File: config.mk
export PLATFORM = sky130hd
export DESIGN_NAME = booth_mult_seq
export DESIGN_NICKNAME = d
export VERILOG_FILES = /design/src/rtl/mult_pkg.sv /design/src/rtl/booth_encoder.sv /design/src/rtl/booth_mult_seq.sv
export SDC_FILE = /design/constraint.sdc
export NUM_CORES = 1
export LEC_CHECK = 0
export ABC_AREA = 1
export ABC_CLOCK_PERIOD_IN_PS = 2940
export CAP_MARGIN = 20
export CORE_MARGIN = 2
export CORE_UTILIZATION = 58
export DETAILED_ROUTE_END_ITERATION = 6
export DONT_BUFFER_PORTS = 1
export PLACE_DENSITY = 0.87
export SETUP_SLACK_MARGIN = 0.3
export SLEW_MARGIN = 20
export SYNTH_ARGS = -nofsm -noshare
export SYNTH_HDL_FRONTEND = slang
export SYNTH_SLANG_ARGS = --single-unit
File: constraint.sdc
create_clock -name clk -period 2.94 [get_ports clk]
set_clock_uncertainty 0.05 [all_clocks]
set_input_delay 0.588 -clock clk [delete_from_list [all_inputs] [get_ports clk]]
set_output_delay 0.588 -clock clk [all_outputs]
set_load 0.005 [all_outputs]
File: src/rtl/mult_pkg.sv
// Shared definitions for the sequential Booth multiplier: FSM states and counter sizing.
package mult_pkg;

  typedef enum logic [1:0] {
    IDLE = 2'd0,
    RUN  = 2'd1,
    DONE = 2'd2
  } state_e;

  function automatic int unsigned cnt_w(input int unsigned wide);
    return $clog2(wide);
  endfunction

endpackage

File: src/rtl/booth_encoder.sv
// Radix-2 Booth recoding: per-bit digit magnitude (val) and sign, with op2[-1] = 0.
module booth_encoder #(
  parameter int unsigned WIDE = 8
) (
  input  logic [WIDE-1:0] op2,
  output logic [WIDE-1:0] val,
  output logic [WIDE-1:0] sign
);

  always_comb begin
    val  = op2 ^ {op2[WIDE-2:0], 1'b0};
    sign = op2;
  end

endmodule

File: src/rtl/booth_mult_seq.sv
// Sequential radix-2 Booth multiplier: one signed partial product per cycle into a
// 2*WIDE-bit accumulator, with valid/ready handshakes on operand and result sides.
module booth_mult_seq
  import mult_pkg::*;
#(
  parameter int unsigned WIDE = 8
) (
  input  logic              clk,
  input  logic              rst,
  input  logic              in_valid,
  output logic              in_ready,
  input  logic [WIDE-1:0]   op1,
  input  logic [WIDE-1:0]   op2,
  output logic              out_valid,
  input  logic              out_ready,
  output logic [2*WIDE-1:0] product
);

  localparam int unsigned CW = cnt_w(WIDE);
  localparam int unsigned PW = 2 * WIDE;

  state_e          state_q, state_d;
  logic [PW-1:0]   a_q, a_d;
  logic [WIDE-1:0] op2_q, op2_d;
  logic [PW-1:0]   acc_q, acc_d;
  logic [CW-1:0]   cnt_q, cnt_d;
  logic            in_ready_q, in_ready_d;
  logic            out_valid_q, out_valid_d;

  logic [WIDE-1:0] enc_val, enc_sign;
  logic            dig_val, dig_sign;
  logic [PW-1:0]   shifted, addend, sum;

  booth_encoder #(.WIDE(WIDE)) u_enc (
    .op2  (op2_q),
    .val  (enc_val),
    .sign (enc_sign)
  );

  // A is already sign-extended, so subtracting via invert plus carry-in is exact
  // even for the most negative operand.
  always_comb begin
    dig_val  = enc_val[cnt_q];
    dig_sign = enc_sign[cnt_q];
    shifted  = a_q << cnt_q;
    addend   = shifted ^ {PW{dig_sign}};
    sum      = acc_q + addend + {{(PW-1){1'b0}}, dig_sign};
  end

  always_comb begin
    state_d = state_q;
    a_d     = a_q;
    op2_d   = op2_q;
    acc_d   = acc_q;
    cnt_d   = cnt_q;
    unique case (state_q)
      IDLE: begin
        if (in_valid) begin
          a_d     = {{WIDE{op1[WIDE-1]}}, op1};
          op2_d   = op2;
          acc_d   = '0;
          cnt_d   = '0;
          state_d = RUN;
        end
      end
      RUN: begin
        if (dig_val) begin
          acc_d = sum;
        end
        if (cnt_q == CW'(WIDE - 1)) begin
          state_d = DONE;
        end else begin
          cnt_d = cnt_q + CW'(1);
        end
      end
      DONE: begin
        if (out_ready) begin
          state_d = IDLE;
        end
      end
      default: state_d = IDLE;
    endcase
    in_ready_d  = (state_d == IDLE);
    out_valid_d = (state_d == DONE);
  end

  always_ff @(posedge clk) begin
    if (rst) begin
      state_q     <= IDLE;
      a_q         <= '0;
      op2_q       <= '0;
      acc_q       <= '0;
      cnt_q       <= '0;
      in_ready_q  <= 1'b1;
      out_valid_q <= 1'b0;
    end else begin
      state_q     <= state_d;
      a_q         <= a_d;
      op2_q       <= op2_d;
      acc_q       <= acc_d;
      cnt_q       <= cnt_d;
      in_ready_q  <= in_ready_d;
      out_valid_q <= out_valid_d;
    end
  end

  assign in_ready  = in_ready_q;
  assign out_valid = out_valid_q;
  assign product   = acc_q;

endmodule

==> metrics <==
final net count=between 400 and 500; final-report max-slew violation count=0; first-pass GRT wire length=between 10,000 and 15,000 um; hold_ws=between 0.2 and 0.3 ns; critical path class=reg2reg; RePlAce Congestion=0.979; Yosys cell types=41; Startpoint Class=flop; antenna violations before repair=0; Final Setup Violations=1; RSZ-0062 raised after global routing=yes; Antenna diodes=0; Die Y=between 70 and 80 um; Post-DP HPWL=4740 um; Post-Route WL=a little under 9000 um; count of flip-flops with a built-in enable after synthesis=0; worst-skew pair later-pin latency=approximately 0.30 ns; Overall Global Routing Usage=0.264; Avg Synthesized Cell Area=6.84 um^2; Hold Crit Start=rst; io pins=38; outcome=finished, violations left; delay-heaviest family, CP=compound AO/OA/AOI/OAI gates; H-tree depth=2; Crit path arrival time=approximately 3.2 ns; cell leakage power=between 1.5 and 2 nW; Tmin final=a little over 3 ns; failing checks=design-rule violations, negative setup slack; WHS Path Cells=1; worst setup margin=-0.157 ns; Num CTS Buffers=5; filler cell count=303; Post-synth top cells=86 x nand2_1, 52 x nor2_1, 42 x a21oi_1, 42 x o21ai_0, 39 x dfxtp_1; TritonCTS clock tree=done; vias per inst=about 6.4; r2r setup slk=-0.16 ns; Synth area leaders=dfxtp_1 28%, nand2_1 12%, ha_1 8.1%; Placement Setup Slack=-0.000121 ns; share of post-route cells with drive strength above 1=0.296; Non-Filler Instances=483; PwrDens=~530 nW/um^2; Root Buffer=clkbuf_8; Synth warnings=0; WP buf/inv=1; Initial Util=0.594; Crit-path slowest cell=o21ai_0; FF-to-FF path depth=14; CTS max path bufs=2; flops & latches, synth=39; wire per inst=18.3 um; via count=3,105; crit share post-route=1.05; area of the mapped netlist=~2800 um^2; Seq/Total Area, Yosys=0.280; hold_buf cts=0; worst r2r dst=product[14]; Layout area overhead=26.4%; Max stage delay on crit path=~0.45 ns; DRT antenna net count=0; worst hold path class=in2reg; Clk pin slew, worst setup/hold paths=0.09 ns; Hold Path Sink=product[15]; WP data required=a little over 3 ns; ys async rst share=0; total die area=between 5000 and 6000 um^2; Syn Nets=447; most frequent cell after synthesis=nand2_1; Fin. Hold Viols=0; vias in the first global route=about 2.6k; Critical Path Sink Type=flop; drt initial violations=~370; register area=786 um^2; Rel. slew slack=0.516; Least-Margin Pin Slew=about 0.72 ns; critical-path cell list=inv_1 -> nand2_1 -> o21ai_1 -> o21ai_1 -> nand2_1 -> o21ai_2 -> xor2_2 -> ha_1 -> a21oi_1 -> o21ai_1 -> a21oi_1 -> nand2_1 -> o21ai_0 -> a21oi_1; Most used DFF post-synth=dfxtp_1; Max-cap violations=0; worst-path maximum fanout=5; DRC viols=1; DIE WIDTH=between 70 and 80 um; r2r startpoint=a_q[7]; # clock sinks=39; # placed instances=454; VDD IR max=about 0.00038 V; largest net degree at the start of global routing=23; share of the synthesized area in the top cell type=0.280; total congestion overflow=0; core area=4690 um^2; Syn Inst Count=~410; port bufs=0; largest area contributor in the netlist=dfxtp_1; num rows=25; area taken by multi-input logic gates=2220 um^2; Peak Freq=between 0.3 and 0.4 GHz; Pre-antenna DRT Iters=7
-- power breakdown --
part | leakage, nW | switching (mW) | internal [mW]
clock network | 0.0654 | 0.206 | 0.340
logic | 1.19 | 0.436 | 0.281
registers | 0.320 | 0.0365 | 0.560
-- layer usage --
| metal | routed length, um | track usage |
|---|---|---|
| met1 | 3290 | 0.324 |
| met2 | 4330 | 0.453 |
| met3 | 754 | 0.0521 |
| met4 | 439 | 0.103 |
| met5 | 0 | 0 |
-- cells in the final DEF, fill, tap and decap left out, types with 9 or more instances in the layout --
cell and count:
buf_4 22, nand3_2 12, ha_1 15, o21ai_2 11, a21oi_2 10, dfxtp_1 37
o21ai_0 23, a21oi_1 32, xor2_1 9, nand2_2 15, nand2_1 76, nand3_1 12
nor2_1 46, inv_1 23, o21ai_1 11
-- flip-flops by register name, indices dropped and copies added (netlist names) --
signal     cells
out_valid      1
cnt_q          3
state_q        2
a_q            8
product       16
op2_q          8
in_ready       1
-- area by class of cell --
cell class / instances / share of cell area
Clock inverter: 2 / 0.0170
Clock buffer: 6 / 0.0206
Sequential cell: 39 / 0.223
Multi-Input combinational cell: 329 / 0.629
Tap cell: 54 / 0.0192
Timing Repair Buffer: 26 / 0.0596
Inverter: 27 / 0.0319
-- through the flow --
stage / util / cell area (um^2) / power [mW] / setup TNS, ns
4_1_cts: 0.677 / 3180 / 1.67 / 0
6_report: 0.751 / 3530 / 1.86 / -0.157
3_3_place_gp: 0.605 / 2840 / 1.05 / 0
5_1_grt: 0.751 / 3530 / 1.93 / -0.316
3_5_place_dp: 0.605 / 2840 / 1.06 / -0.000121
2_1_floorplan: - / 2810 / 0.980 / 0
-- logic make-up (layout without fill, tap and decap cells) --
kind of cell             after synthesis  in the layout  synth area share
AND/OR/NAND/NOR                      186            187             0.300
flip-flops                            39             39             0.280
buffers and inverters                 41             61            0.0642
multiplexers                           2              2           0.00718
XOR/XNOR                              16             16            0.0570
adder cells (fa/ha/maj)               19             19            0.0879
AO/OA/AOI/OAI                        105            105             0.204
-- timing repair --
item	CTS	global route
gates resized for setup	43	67
endpoints found under the setup margin	11	12
gates cloned	1	0
pin swaps	18	45
buffers inserted	9	11
-- worst max path at each step --
stage | startpoint | to | slack [ns] | depth (start not counted)
3_5_place_dp | cnt_q[0] | product[12] | -0.0001 | 16
5_1_grt | cnt_q[0] | product[14] | -0.21 | 14
6_report | a_q[7] | product[14] | -0.16 | 14
2_1_floorplan | cnt_q[0] | product[13] | 0.33 | 16
3_3_place_gp | cnt_q[0] | product[12] | 0.08 | 16
4_1_cts | cnt_q[0] | product[12] | 0.29 | 16
(Power assumes the default switching activity.)
